### src/rtl/parallel_to_serial_lanes_if.sv
// Word-in / beat-out handshake bundle for parallel_to_serial_lanes.
// master drives words and shift_en; slave is the converter.
interface parallel_to_serial_lanes_if #(
  parameter int unsigned DATA_SIZE = 64,
  parameter int unsigned LANES     = 1
);
  logic [DATA_SIZE-1:0] data_in;
  logic                 in_valid;
  logic                 in_ready;
  logic                 shift_en;
  logic [LANES-1:0]     data_out;
  logic                 out_valid;
  logic                 last;
  logic                 busy;

  modport master (
    output data_in, in_valid, shift_en,
    input  in_ready, data_out, out_valid, last, busy
  );

  modport slave (
    input  data_in, in_valid, shift_en,
    output in_ready, data_out, out_valid, last, busy
  );
endinterface

### src/rtl/parallel_to_serial_lanes.sv
// Handshaked parallel-to-serial converter: each DATA_SIZE word leaves as DATA_SIZE/LANES beats.
// Define PTS_PRELOAD_EN to add a one-word holding register so words stream without idle gaps.
module parallel_to_serial_lanes #(
  parameter int unsigned DATA_SIZE = 64,
  parameter int unsigned LANES     = 1,
  parameter bit          MSB_FIRST = 1'b0
) (
  input logic                       clk,
  input logic                       rst_n,
  parallel_to_serial_lanes_if.slave bus
);
  localparam int unsigned BEATS = DATA_SIZE / LANES;
  localparam int unsigned CntW  = $clog2(BEATS + 1);
  localparam logic [CntW-1:0] CntFull = CntW'(BEATS);
  localparam logic [CntW-1:0] CntOne  = CntW'(1);

  typedef enum logic [0:0] {StIdle, StShift} state_e;

  state_e               state_q, state_d;
  logic [DATA_SIZE-1:0] sr_q, sr_d;
  logic [CntW-1:0]      cnt_q, cnt_d;
  logic [LANES-1:0]     dout_q, dout_d;
  logic                 ov_q, ov_d;
  logic                 last_q, last_d;

  logic                 in_ready;
  logic                 accept;
  logic                 final_beat;
  logic [LANES-1:0]     beat;
  logic [DATA_SIZE-1:0] sr_shifted;

  // Emitting end of the register and the zero-filled shift toward it.
  if (MSB_FIRST) begin : g_msb_first
    assign beat       = sr_q[DATA_SIZE-1 -: LANES];
    assign sr_shifted = sr_q << LANES;
  end else begin : g_lsb_first
    assign beat       = sr_q[LANES-1:0];
    assign sr_shifted = sr_q >> LANES;
  end

`ifdef PTS_PRELOAD_EN
  logic [DATA_SIZE-1:0] hold_q, hold_d;
  logic                 full_q, full_d;

  assign in_ready = rst_n && ((state_q == StIdle) || !full_q);
`else
  assign in_ready = rst_n && (state_q == StIdle);
`endif

  assign accept     = bus.in_valid && in_ready;
  assign final_beat = (state_q == StShift) && bus.shift_en && (cnt_q == CntOne);

  always_comb begin
    state_d = state_q;
    sr_d    = sr_q;
    cnt_d   = cnt_q;
    dout_d  = dout_q;
    ov_d    = 1'b0;
    last_d  = 1'b0;
`ifdef PTS_PRELOAD_EN
    hold_d  = hold_q;
    full_d  = full_q;
`endif

    unique case (state_q)
      StIdle: begin
        if (accept) begin
          sr_d    = bus.data_in;
          cnt_d   = CntFull;
          state_d = StShift;
        end
      end

      StShift: begin
        if (bus.shift_en) begin
          dout_d = beat;
          ov_d   = 1'b1;
          last_d = final_beat;
          sr_d   = sr_shifted;
          cnt_d  = cnt_q - 1'b1;
        end
`ifdef PTS_PRELOAD_EN
        // On the final beat the next word comes from the holding register first,
        // otherwise straight from the input; a word accepted mid-word is parked.
        if (final_beat) begin
          if (full_q) begin
            sr_d   = hold_q;
            cnt_d  = CntFull;
            full_d = 1'b0;
          end else if (accept) begin
            sr_d  = bus.data_in;
            cnt_d = CntFull;
          end else begin
            state_d = StIdle;
          end
        end else if (accept) begin
          hold_d = bus.data_in;
          full_d = 1'b1;
        end
`else
        if (final_beat) begin
          state_d = StIdle;
        end
`endif
      end

      default: state_d = StIdle;
    endcase
  end

  always_ff @(posedge clk) begin
    if (!rst_n) begin
      state_q <= StIdle;
      sr_q    <= '0;
      cnt_q   <= '0;
      dout_q  <= '0;
      ov_q    <= 1'b0;
      last_q  <= 1'b0;
    end else begin
      state_q <= state_d;
      sr_q    <= sr_d;
      cnt_q   <= cnt_d;
      dout_q  <= dout_d;
      ov_q    <= ov_d;
      last_q  <= last_d;
    end
  end

`ifdef PTS_PRELOAD_EN
  always_ff @(posedge clk) begin
    if (!rst_n) begin
      hold_q <= '0;
      full_q <= 1'b0;
    end else begin
      hold_q <= hold_d;
      full_q <= full_d;
    end
  end
`endif

  assign bus.in_ready  = in_ready;
  assign bus.data_out  = dout_q;
  assign bus.out_valid = ov_q;
  assign bus.last      = last_q;
  assign bus.busy      = (state_q == StShift);

endmodule

### src/flat_wrapper.sv
// flat-port wrapper written by rule: the top's interface ports become plain ports
module parallel_to_serial_lanes_flat 
#(
  parameter int unsigned DATA_SIZE = 64,
  parameter int unsigned LANES     = 1,
  parameter bit          MSB_FIRST = 1'b0
)
  (clk, rst_n, bus_data_in, bus_in_valid, bus_shift_en, bus_in_ready, bus_data_out, bus_out_valid, bus_last, bus_busy);
  parallel_to_serial_lanes_if #(.DATA_SIZE(DATA_SIZE), .LANES(LANES)) bus_i ();
  input logic clk;
  input logic rst_n;
  input wire logic [$bits(bus_i.data_in)-1:0] bus_data_in;
  input wire logic [$bits(bus_i.in_valid)-1:0] bus_in_valid;
  input wire logic [$bits(bus_i.shift_en)-1:0] bus_shift_en;
  output wire logic [$bits(bus_i.in_ready)-1:0] bus_in_ready;
  output wire logic [$bits(bus_i.data_out)-1:0] bus_data_out;
  output wire logic [$bits(bus_i.out_valid)-1:0] bus_out_valid;
  output wire logic [$bits(bus_i.last)-1:0] bus_last;
  output wire logic [$bits(bus_i.busy)-1:0] bus_busy;
  assign bus_i.data_in = bus_data_in;
  assign bus_i.in_valid = bus_in_valid;
  assign bus_i.shift_en = bus_shift_en;
  assign bus_in_ready = bus_i.in_ready;
  assign bus_data_out = bus_i.data_out;
  assign bus_out_valid = bus_i.out_valid;
  assign bus_last = bus_i.last;
  assign bus_busy = bus_i.busy;
  parallel_to_serial_lanes #(.DATA_SIZE(DATA_SIZE), .LANES(LANES), .MSB_FIRST(MSB_FIRST)) u_core (.clk(clk), .rst_n(rst_n), .bus(bus_i));
endmodule
### config.mk
export PLATFORM = sky130hd
export DESIGN_NAME = parallel_to_serial_lanes_flat
export DESIGN_NICKNAME = d
export VERILOG_FILES = /design/src/rtl/parallel_to_serial_lanes_if.sv /design/src/rtl/parallel_to_serial_lanes.sv /design/src/flat_wrapper.sv
export SDC_FILE = /design/constraint.sdc
export NUM_CORES = 1
export LEC_CHECK = 0
export ABC_AREA = 0
export ABC_CLOCK_PERIOD_IN_PS = 1600
export CAP_MARGIN = 30
export CORE_ASPECT_RATIO = 0.9
export CORE_MARGIN = 1.5
export CORE_UTILIZATION = 52
export CTS_CLUSTER_SIZE = 8
export DETAILED_ROUTE_END_ITERATION = 8
export HOLD_SLACK_MARGIN = 0.06
export PLACE_DENSITY = 0.8
export SYNTH_ARGS = -nofsm -noshare
export SYNTH_HDL_FRONTEND = slang
export SYNTH_SLANG_ARGS = --single-unit
### constraint.sdc
create_clock -name clk -period 1.6 [get_ports clk]
set_input_delay 0.16 -clock clk [delete_from_list [all_inputs] [get_ports clk]]
set_output_delay 0.16 -clock clk [all_outputs]
set_load 0.05 [all_outputs]
==> Yosys cells after proc, flatten, opt, wreduce, memory -nomap -nowiden <==
Index checks and enable logic that the tools add are counted.
{ "op_classes": {"addsub": 1, "div": 0, "mul": 0, "order_cmp": 0, "n_reduce_logical": 8, "bitwise": 1, "n_eq_ne": 3, "muxes": 10, "n_shift": 0} }
{ "ops": {"columns": ["cell", "n"], "rows": [
  ["$mux W64", 2],
  ["$pmux W64 S2", 1],
  ["$mux W7", 2],
  ["$pmux W7 S2", 1],
  ["$eq A7 B1 Y1 const B", 1],
  ["$sub A7 B1 Y7 const B", 1],
  ["$reduce_and A2 Y1", 3],
  ["$logic_and A1 B1 Y1", 4],
  ["$mux W1", 3],
  ["$reduce_and A3 Y1", 1],
  ["$ne A2 B1 Y1 const B", 1],
  ["$ne A2 B2 Y1 const B", 1],
  ["$pmux W1 S2", 1],
  ["$not A1 Y1", 1]
]} }
{ "totals": {"n_memories": 0, "ramBits": 0, "ff_bits": 75, "mem_bits_ro": 0, "latchBits": 0, "word_cells": 29, "output_inout_bits": 5} }

==> Depth between registers and ports, before layout <==
Gate-level depths: netlist (run 1).
{ "logic_depth": {"depth_word": 5, "ltp_mapped": 6, "mapped_depth_nobuf": 4} }

==> Worst setup path before layout (run 1) <==
OpenSTA, ideal clock, no wires.
{ "synth_path": {"kind": "reg2out", "from": "register u_core.state_q, in the netlist u_core.bus.busy", "to": "output bus_in_ready", "stages_incl_launch_ff": 5, "slack_ps": -256, "arrival_ps": 1696, "cell_sequence": "dfxtp_1 > buf_6 > buf_6 > buf_4 > nor2b_1"} }
{ "synth_between": {"elab_chain_cells": 2} }
{ "synth_rtl": {"columns": ["element", "line", "source"], "rows": [
  ["start, declared", "parallel_to_serial_lanes.sv:19", "state_e state_q, state_d;"],
  ["start signal, assigned", "parallel_to_serial_lanes.sv:113", "state_q <= StIdle;"],
  ["start signal, assigned", "parallel_to_serial_lanes.sv:120", "state_q <= state_d;"],
  ["$not A1 Y1", "parallel_to_serial_lanes.sv:47", "assign in_ready = rst_n && (state_q == StIdle);"],
  ["$logic_and A1 B1 Y1", "parallel_to_serial_lanes.sv:47", null],
  ["end, declared", "flat_wrapper.sv:15", "output wire logic [$bits(bus_i.in_ready)-1:0] bus_in_ready;"]
]} }
Every way passes these cells.

==> Worst setup path in the final report (run 1) <==
Ends and elaborated chain as after synthesis.

==> out/qor.txt, run 1 <==
#FFs+latches synth = 75
relative slew slack = 71.6%
Final WS setup = 73.1 ps
Synth Area in Simple Gates = 5.26%
post-route cell area = 0.00471 mm^2
num ports = 73
CP max FO = 19
HP Class = in2reg
FILL cells = 526
Primary FF master, synth = dfxtp_1
Leak Pwr = 2.41 nW
Starting DRT DRC Count = 156
CORE AREA = 0.00673 mm^2
Die X = 91.8 um
post-synthesis cell type count = 33
non-filler cells, final = 511
final hold vios = 0
register area share after synthesis = 40.7%
CTS buffer count = 9
H-tree levels = 3
placed cells = 495
drt drc = 0
PwrDens = 976 mW/mm^2
Tightest Pin Transition = 423 ps
critical path type = reg2out
xor and xnor fraction of the mapped netlist area = 0%
synth warn = 0
critical path launch point = u_core.bus.busy
Required @ worst endpoint = 1440 ps
Period Utilization, post-route = 95.4%
reg2reg setup slack = 150 ps
post-synthesis compound-gate area fraction = 28.1%
Reg-to-Reg End = u_core.sr_q[13]
fmax = 0.655 GHz
P&R area growth vs syn = 27.7%
post-synthesis adder-cell area fraction = 0.678%
mux contribution to synthesized area = 18.5%
ys async rst share = 0%
syn nets = 423
largest family of logic cells by synthesized area = compound AO/OA/AOI/OAI gates
Die ar. = 0.00761 mm^2
CTS clk-pin slew, worst paths = 70 ps
Overflow after GRT = 0
Worst Setup Start Kind = flop
unrepaired setup endpoints after global routing = false
Initial Util = 54.8%
Power, Total = 4.60 mW
post-place setup slack = -29.1 ps
average wire per standard cell = 16.0 um
crit path DAT = 1370 ps
fin. max-slew vios = 0
FF-to-FF Start = u_core.bus.busy
Routed WL = 8190 um
initial antenna violation count = 0
result of the run = complete, no violations
ant diodes = 0
Cell Area, Placed = 0.00449 mm^2
# port buffers = 72
number of flops mapped to enable cells by yosys = 0
final antenna-violating net count = 0
first-pass GRT wire length = 13600 um
Gate Count Post-Synth = 353
largest net degree at the start of global routing = 42
final net count = 486
Worst Clk Skew = 12.2 ps
Tmin final = 1530 ps
crit path capture = bus_in_ready
GRT Total Usage = 22.2%
# setup viols final = 0
max_cap viols = 0
Detailed Place HPWL = 5460 um
via-per-instance ratio = 5.84
Multi-input gate area = 0.00194 mm^2
clk buf depth = 2
synthesized area = 0.00369 mm^2
crit end category = primary output
syn avg cell area = 10.4 um^2
worst vdd ir = 781 uV
setup TNS = 0 ps
Vias = 2984
CTS tree = built
Row Count = 28
FF/Latch Area = 0.00151 mm^2
Root Buffer = clkbuf_8
Die Height = 82.9 um
placer congestion estimate = 0.808
Clock Latency Late Sink = 350 ps
Pre-antenna DRT Iters = 5
vias in the first global route = 2935
clock sinks = 75
reg2reg path depth = 4
share of layout cells above drive strength 1 = 11.9%
==> worst min path at each step <==
stage,startpoint,end,slack [ps],depth (start not counted)
2_1_floorplan,bus_data_in[63],u_core.sr_q[63],300,2
3_3_place_gp,u_core.sr_q[0],u_core.bus.data_out,460,2
3_5_place_dp,u_core.sr_q[0],u_core.bus.data_out,470,2
4_1_cts,rst_n,u_core.cnt_q[3],260,4
5_1_grt,rst_n,u_core.cnt_q[3],280,4
6_report,rst_n,u_core.cnt_q[3],270,4
==> power by group <==
group	leakage (nW)	internal, mW	switching [mW]
sequential	0.620	2.03	0.107
combinational	1.68	0.499	0.380
clock	0.113	0.874	0.701
==> final cells by class <==
| type | instances | area share [%] |
|---|---|---|
| clock inverters | 7 | 1.97 |
| inverters | 2 | 0.159 |
| flip-flops and latches | 75 | 32.0 |
| repair buffers | 91 | 19.6 |
| multi-input cells | 237 | 41.3 |
| well taps | 90 | 2.39 |
| clock buffers | 9 | 2.63 |
==> worst max-delay path, cell delays in order (launching register included) <==
cell,delay [ps]
dfxtp_4,490
buf_6,280
nor2b_2,90
buf_12,150
==> synth_stat cells, types with 2 or more instances <==
library cell,number,area [um^2]
clkbuf_1,12,45.0
nand3b_1,4,30.0
nor2b_1,3,18.8
dfxtp_1,75,1500
o21ai_1,41,205
inv_1,2,7.51
buf_2,10,50.1
mux2i_1,67,671
and3_1,2,12.5
clkbuf_2,4,20.0
ha_1,2,25.0
nand2b_1,2,12.5
o211a_1,65,651
buf_6,8,90.1
and2_1,2,12.5
nand3_1,4,20.0
a21boi_0,2,15.0
o21ai_0,24,120
buf_4,5,37.5
nand2_1,6,22.5
==> registers in the layout, indices dropped and copies added (netlist names) <==
register              count
u_core.bus.busy           1
u_core.bus.data_out       1
u_core.bus.last           1
u_core.bus.out_valid      1
u_core.cnt_q              7
u_core.sr_q              64
==> what timing repair did <==
item,in CTS,in global routing
gates resized for setup,1,0
endpoints found under the setup margin,1,0
buffers inserted,0,0
hold buffers,0,0
==> layout by cell type (no fill, tap or decap), drive strengths merged <==
cell type,n
nor2b,3
nor4,1
bufinv,2
nand2b,2
and3b,1
clkdlybuf4s50,66
nand3b,5
a311o,1
mux2i,67
ha,2
and2,2
inv,2
nand2,6
clkbuf,9
buf,25
a31oi,1
a2111oi,1
nor2,1
mux2,1
nand3,4
o21ai,65
and3,2
dfxtp,75
nand4,1
o211a,65
nor3,1
o22ai,1
o211ai,1
a21boi,2
clkinv,5
and4,1
==> cells by family (layout without fill, tap and decap cells) <==
family / Yosys count / count (layout)
compound gates: 137 / 137
fa+ha+maj: 2 / 2
buf+inv: 41 / 109
flops: 75 / 75
mux: 68 / 68
simple gates: 30 / 30
==> per-stage QoR <==
step | util, % | hold WS, ps
after floorplan | - | 305
after global placement | 66.8 | 457
after detailed placement | 66.8 | 470
after CTS | 70.0 | 262
after global routing | 70.0 | 284
final | 70.0 | 271
==> layer usage <==
| metal | track usage [%] | up-vias | wire length [um] |
|---|---|---|---|
| li1 | - | 1458 | - |
| met1 | 26.3 | 1438 | 3560 |
| met2 | 38.9 | 75 | 4090 |
| met3 | 5.04 | 13 | 356 |
| met4 | 8.67 | 0 | 178 |
| met5 | 0 | - | 0 |
(Power assumes the default switching activity.)
==> run 2, diff against run 1 <==
Settings changed: CORE_MARGIN 1.5 to 2.
==> run 2 against run 1 <==
- total power barely moved
- core utilization fell by 2.4 points
- sequential power barely moved
- sequential share of layout area barely moved
- via count fell by 2.0%
- combinational power fell by 0.7%
- setup slack got worse by 1.2 ps
- die area rose by 2.3%
- cell count rose by 0.59%
- largest cell class unchanged
==> out/qor.txt, run 2 (synthesis gave the netlist of run 1 again) <==
Worst Clk Skew = 11.9 ps (-0.304 ps)
Routed WL = 8010 um (-2.1%)
via-per-instance ratio = 5.69 (-2.5%)
most frequent cells in the layout = dfxtp_1 (74), mux2i_1 (67), clkdlybuf4s50_1 (66), o211a_1 (65), o21ai_1 (41)
reg2reg setup slack = 180 ps (+30 ps)
FF-to-FF Start = u_core.bus.busy
placer congestion estimate = 0.854 (+5.7%)
Root Buffer = clkbuf_8
top flop regs = u_core.sr_q (64), u_core.cnt_q (7)
PwrDens = 976 mW/mm^2 (about the same)
largest net degree at the start of global routing = 73 (+74%)
max reg flops = 64 (unchanged)
Cell Area, Placed = 0.00449 mm^2 (about the same)
WL met1 = 3740 um (+5.0%)
num ports = 73 (unchanged)
CTS clk-pin slew, worst paths = 80 ps (about the same)
Reg-to-Reg End = u_core.cnt_q[4]
reg2reg path depth = 4 (unchanged)
ant diodes = 0 (unchanged)
Die X = 92.8 um (+1.1%)
GRT Total Usage = 20.9% (-1.4 points)
Clock Latency Late Sink = 340 ps (about the same)
average wire per standard cell = 15.6 um (-2.7%)
Leak Pwr = 2.40 nW (-0.16%)
P&R area growth vs syn = 27.8% (about the same)
CTS tree = built
final hold vios = 0 (unchanged)
Die Height = 83.9 um (+1.2%)
Worst path depth = 3 (unchanged)
vias in the first global route = 2866 (-2.4%)
CTS buffer count = 9 (unchanged)
met2 routed WL = 3840 um (-6.1%)
result of the run = complete, no violations
met3 WL = 284 um (-20%)
Crit path max-delay family = buffers and inverters
Crit-path slowest cell = dfxtp_4
clk buf depth = 2 (unchanged)
HP Class = in2reg
crit path DAT = 1370 ps (about the same)
crit end category = primary output
Die ar. = 0.00778 mm^2 (+2.3%)
Tmin final = 1530 ps (+1.19 ps)
# port buffers = 72 (unchanged)
placed cells = 498 (+0.61%)
Row Count = 29 (+3.6%)
critical path type = reg2out
CORE AREA = 0.00697 mm^2 (+3.6%)
Period Utilization, post-route = 95.5% (about the same)
CP max FO = 16 (-3)
post-CTS setup buffer count = 0 (unchanged)
Detailed Place HPWL = 5210 um (-4.6%)
Required @ worst endpoint = 1440 ps (about the same)
FILL cells = 575 (+9.3%)
clock sinks = 75 (unchanged)
max_cap viols = 0 (unchanged)
final net count = 486 (unchanged)
post-route cell area = 0.00471 mm^2 (about the same)
hold buffers post-CTS = 0 (unchanged)
Initial Util = 52.9% (-1.9 points)
non-filler cells, final = 514 (+0.59%)
crit path capture = bus_in_ready
H-tree levels = 3 (unchanged)
# setup viols final = 0 (unchanged)
worst vdd ir = 601 uV (-23%)
Biggest register = u_core.sr_q
relative slew slack = 73.4% (+1.9 points)
Tightest Pin Transition = 395 ps (-27.9 ps)
fin. max-slew vios = 0 (unchanged)
max layer used = met4
drt drc = 0 (unchanged)
worst path bufs/invs = 2 (unchanged)
Pre-antenna DRT Iters = 4 (-1)
final antenna-violating net count = 0 (unchanged)
share of layout cells above drive strength 1 = 11.6% (-0.24 points)
ordered cell list for the critical path = buf_4 -> nor2b_2 -> buf_12
unrepaired setup endpoints after global routing = false
Overflow after GRT = 0 (unchanged)
fmax = 0.654 GHz (about the same)
first-pass GRT wire length = 13200 um (-2.9%)
Largest stage delay, worst path = 460 ps (-30 ps)
initial antenna violation count = 0 (unchanged)
Vias = 2925 (-2.0%)
Worst Setup Start Kind = flop
Starting DRT DRC Count = 111 (-29%)
cts repair resizes = 0 (-1)
critical path launch point = u_core.bus.busy
commonest non-fill, non-tap cell in the layout = dfxtp_1
[run 2: worst min path at each step]
stage / start / to / slack [ps] / cells past startpoint
global route: rst_n / u_core.sr_q[39] / 310 / 3
global placement: u_core.sr_q[0] / u_core.bus.data_out / 460 / 2
CTS: rst_n / u_core.sr_q[42] / 290 / 3
detailed placement: u_core.sr_q[63] / u_core.sr_q[63] / 490 / 2
floorplan: bus_data_in[63] / u_core.sr_q[63] / 300 / 2
finish: rst_n / u_core.sr_q[42] / 310 / 3
[run 2: tightest hold or removal path: cells and delay by family]
kind            cells  cell delay (ps)
buf+inv             2              340
compound gates      1              100
[run 2: power by group]
part | total (mW) | switching, mW | internal, mW
Combinational | 0.873 | 0.378 | 0.496
Sequential | 2.14 | 0.104 | 2.03
Clock | 1.59 | 0.670 | 0.916
[run 2: area by class of cell]
type | count | area [um^2] | area share [%]
timing repair buffer | 91 | 921 | 19.5
inverter | 2 | 7.51 | 0.159
sequential | 75 | 1510 | 31.9
clock buffer | 11 | 141 | 3.00
tap | 93 | 116 | 2.47
clock inverter | 5 | 77.6 | 1.65
multi-input combinational | 237 | 1940 | 41.3
[run 2: layer usage]
metal / vias up / global-route usage [%]
li1: 1457 / -
met1: 1395 / 26.6
met2: 59 / 34.7
met3: 14 / 3.43
met4: 0 / 9.22
met5: - / 0
[run 2: metrics by stage]
stage | setup slack [ps] | power (mW) | TNS, ps | utilization [%] | hold WS, ps
final | 71.9 | 4.60 | 0 | 67.7 | 305
after CTS | 68.1 | 4.64 | 0 | 67.7 | 292
after detailed placement | -4.79 | 3.05 | -4.79 | 64.5 | 487
after global routing | 16.9 | 4.80 | 0 | 67.7 | 310
after floorplan | 123 | 2.74 | 0 | - | 305
after global placement | 34.6 | 3.02 | 0 | 64.5 | 455
==> run 3, diff against run 2 <==
Settings changed: ABC_CLOCK_PERIOD_IN_PS 1600 to 1800, CORE_UTILIZATION 52 to 55, PLACE_DENSITY 0.8 to 0.84.
Clock period 1.6 ns to 1.8 ns, I/O delays scaled along.
==> run 3 against run 2 <==
- setup slack better by 67 ps
- wire length up 4.1%
- clock power up 3%
- critical path type unchanged
- largest cell class unchanged
- clock skew down 4.8 ps
- total power down 6.3%
- clock-buffer cell count up 1
- cell count down 1.2%
- first-iteration DRC count up 59%
- critical endpoint is now bus_data_out
- final area up 0.21%
- via count up 2.4%
==> out/qor.txt, run 3 (synthesis gave the netlist of run 1 again) <==
Largest stage delay, worst path = 820 ps (+360 ps)
fmax = 0.602 GHz
final net count = 483 (-0.62%)
Biggest register = u_core.sr_q
Die ar. = 0.00738 mm^2 (-5.2%)
PwrDens = 912 mW/mm^2 (-6.5%)
Detailed Place HPWL = 5460 um (+4.9%)
CP max FO = 2 (-14)
num ports = 73 (unchanged)
fin. max-slew vios = 0 (unchanged)
CTS buffer count = 9 (unchanged)
drt drc = 0 (unchanged)
average wire per standard cell = 16.4 um (+5.4%)
critical path type = reg2out
relative slew slack = 63.7% (-9.7 points)
largest net degree at the start of global routing = 45 (-38%)
most frequent cells in the layout = dfxtp_1 (74), clkdlybuf4s50_1 (69), mux2i_1 (67), o211a_1 (65), o21ai_1 (41)
worst path bufs/invs = 1 (-1)
max reg flops = 64 (unchanged)
reg2reg setup slack = 260 ps (+80 ps)
worst vdd ir = 453 uV (-25%)
Cell Area, Placed = 0.00446 mm^2 (-0.70%)
post-place setup slack = 107 ps (+111 ps)
ant diodes = 0 (unchanged)
final hold slack = 221 ps (-84.8 ps)
Die Height = 81.7 um (-2.6%)
Leak Pwr = 2.40 nW (-0.13%)
GRT Total Usage = 22.5% (+1.6 points)
HP Class = in2reg
CORE AREA = 0.00655 mm^2 (-6.0%)
final hold vios = 0 (unchanged)
initial antenna violation count = 0 (unchanged)
Clock Latency Late Sink = 340 ps (about the same)
Overflow after GRT = 0 (unchanged)
Required @ worst endpoint = 1620 ps (+180 ps)
critical path launch point = u_core.bus.data_out
# setup viols final = 0 (unchanged)
crit path DAT = 1480 ps (+110 ps)
Tightest Pin Transition = 542 ps (+147 ps)
# port buffers = 72 (unchanged)
Power, Total = 4.31 mW (-6.3%)
placer congestion estimate = 0.759 (-11%)
Row Count = 28 (-3.4%)
first-pass GRT wire length = 13400 um (+1.5%)
hold buffers post-CTS = 0 (unchanged)
Period Utilization, post-route = 92.3%
Final WS setup = 139 ps (+67.3 ps)
Hold Startpoint = rst_n
Hold Path Depth = 2 (-1)
CTS tree = built
H-tree levels = 3 (unchanged)
final antenna-violating net count = 0 (unchanged)
Starting DRT DRC Count = 177 (+59%)
Worst Setup Start Kind = flop
Routed WL = 8350 um (+4.1%)
final core occ = 72.1% (+4.4 points)
Vias = 2996 (+2.4%)
cts repair resizes = 0 (unchanged)
result of the run = complete, no violations
Reg-to-Reg End = u_core.sr_q[57]
commonest non-fill, non-tap cell in the layout = dfxtp_1
post-CTS setup buffer count = 0 (unchanged)
Tmin final = 1660 ps
CTS clk-pin slew, worst paths = 70 ps (about the same)
Pre-antenna DRT Iters = 4 (unchanged)
Crit path max-delay family = buffers and inverters
Initial Util = 56.3% (+3.4 points)
share of layout cells above drive strength 1 = 10.5% (-1.1 points)
ordered cell list for the critical path = clkdlybuf4s50_1
FF-to-FF Start = u_core.bus.busy
setup TNS = 0 ps (unchanged)
Root Buffer = clkbuf_8
P&R area growth vs syn = 28.1%
post-route cell area = 0.00472 mm^2 (+0.21%)
Crit-path slowest cell = clkdlybuf4s50_1
endpoint with the worst hold slack = u_core.sr_q[41]
max_cap viols = 0 (unchanged)
top flop regs = u_core.sr_q (64), u_core.cnt_q (7)
vias in the first global route = 2833 (-1.2%)
unrepaired setup endpoints after global routing = false
clk buf depth = 2 (unchanged)
Worst Clk Skew = 7.08 ps (-4.84 ps)
placed cells = 492 (-1.2%)
via-per-instance ratio = 5.90 (+3.6%)
crit end category = primary output
reg2reg path depth = 4 (unchanged)
clock sinks = 75 (unchanged)
non-filler cells, final = 508 (-1.2%)
Die X = 90.3 um (-2.6%)
-- run 3: cell count changes in the layout (fill, tap and decap cells not counted), sizes merged --
cell           change
clkdlybuf4s50      +3
buf                -6
clkinvlp           -1
bufinv             +1
clkinv             -1
clkbuf             +1
-- run 3: cell type report --
type,count,area (um^2)
flip-flops and latches,75,1510
well taps,90,113
clock inverters,4,95.1
inverters,2,7.51
multi-input cells,237,1940
clock buffers,12,165
fillers,494,1830
repair buffers,88,893
-- run 3: per-layer routing --
metal | vias to the layer above | share of wire, % | track usage [%]
met1 | 1462 | 45 | 27.7
met4 | 0 | 1.6 | 8.77
li1 | 1459 | - | -
met5 | - | 0 | 0
met3 | 13 | 3.3 | 3.94
met2 | 62 | 50 | 39.9
-- run 3: worst max path at each step --
stage / end / cells past startpoint / slack, ps
floorplan: u_core.sr_q[37] / 6 / 170
global placement: u_core.sr_q[12] / 5 / 160
detailed placement: u_core.sr_q[24] / 5 / 110
CTS: bus_data_out / 1 / 120
global route: bus_data_out / 1 / 90
finish: bus_data_out / 1 / 140
-- run 3: power by group --
group / leakage, nW / switching [mW] / internal (mW)
combinational: 1.65 / 0.341 / 0.433
sequential: 0.620 / 0.0970 / 1.81
clock: 0.133 / 0.594 / 1.03
total: 2.40 / 1.03 / 3.27
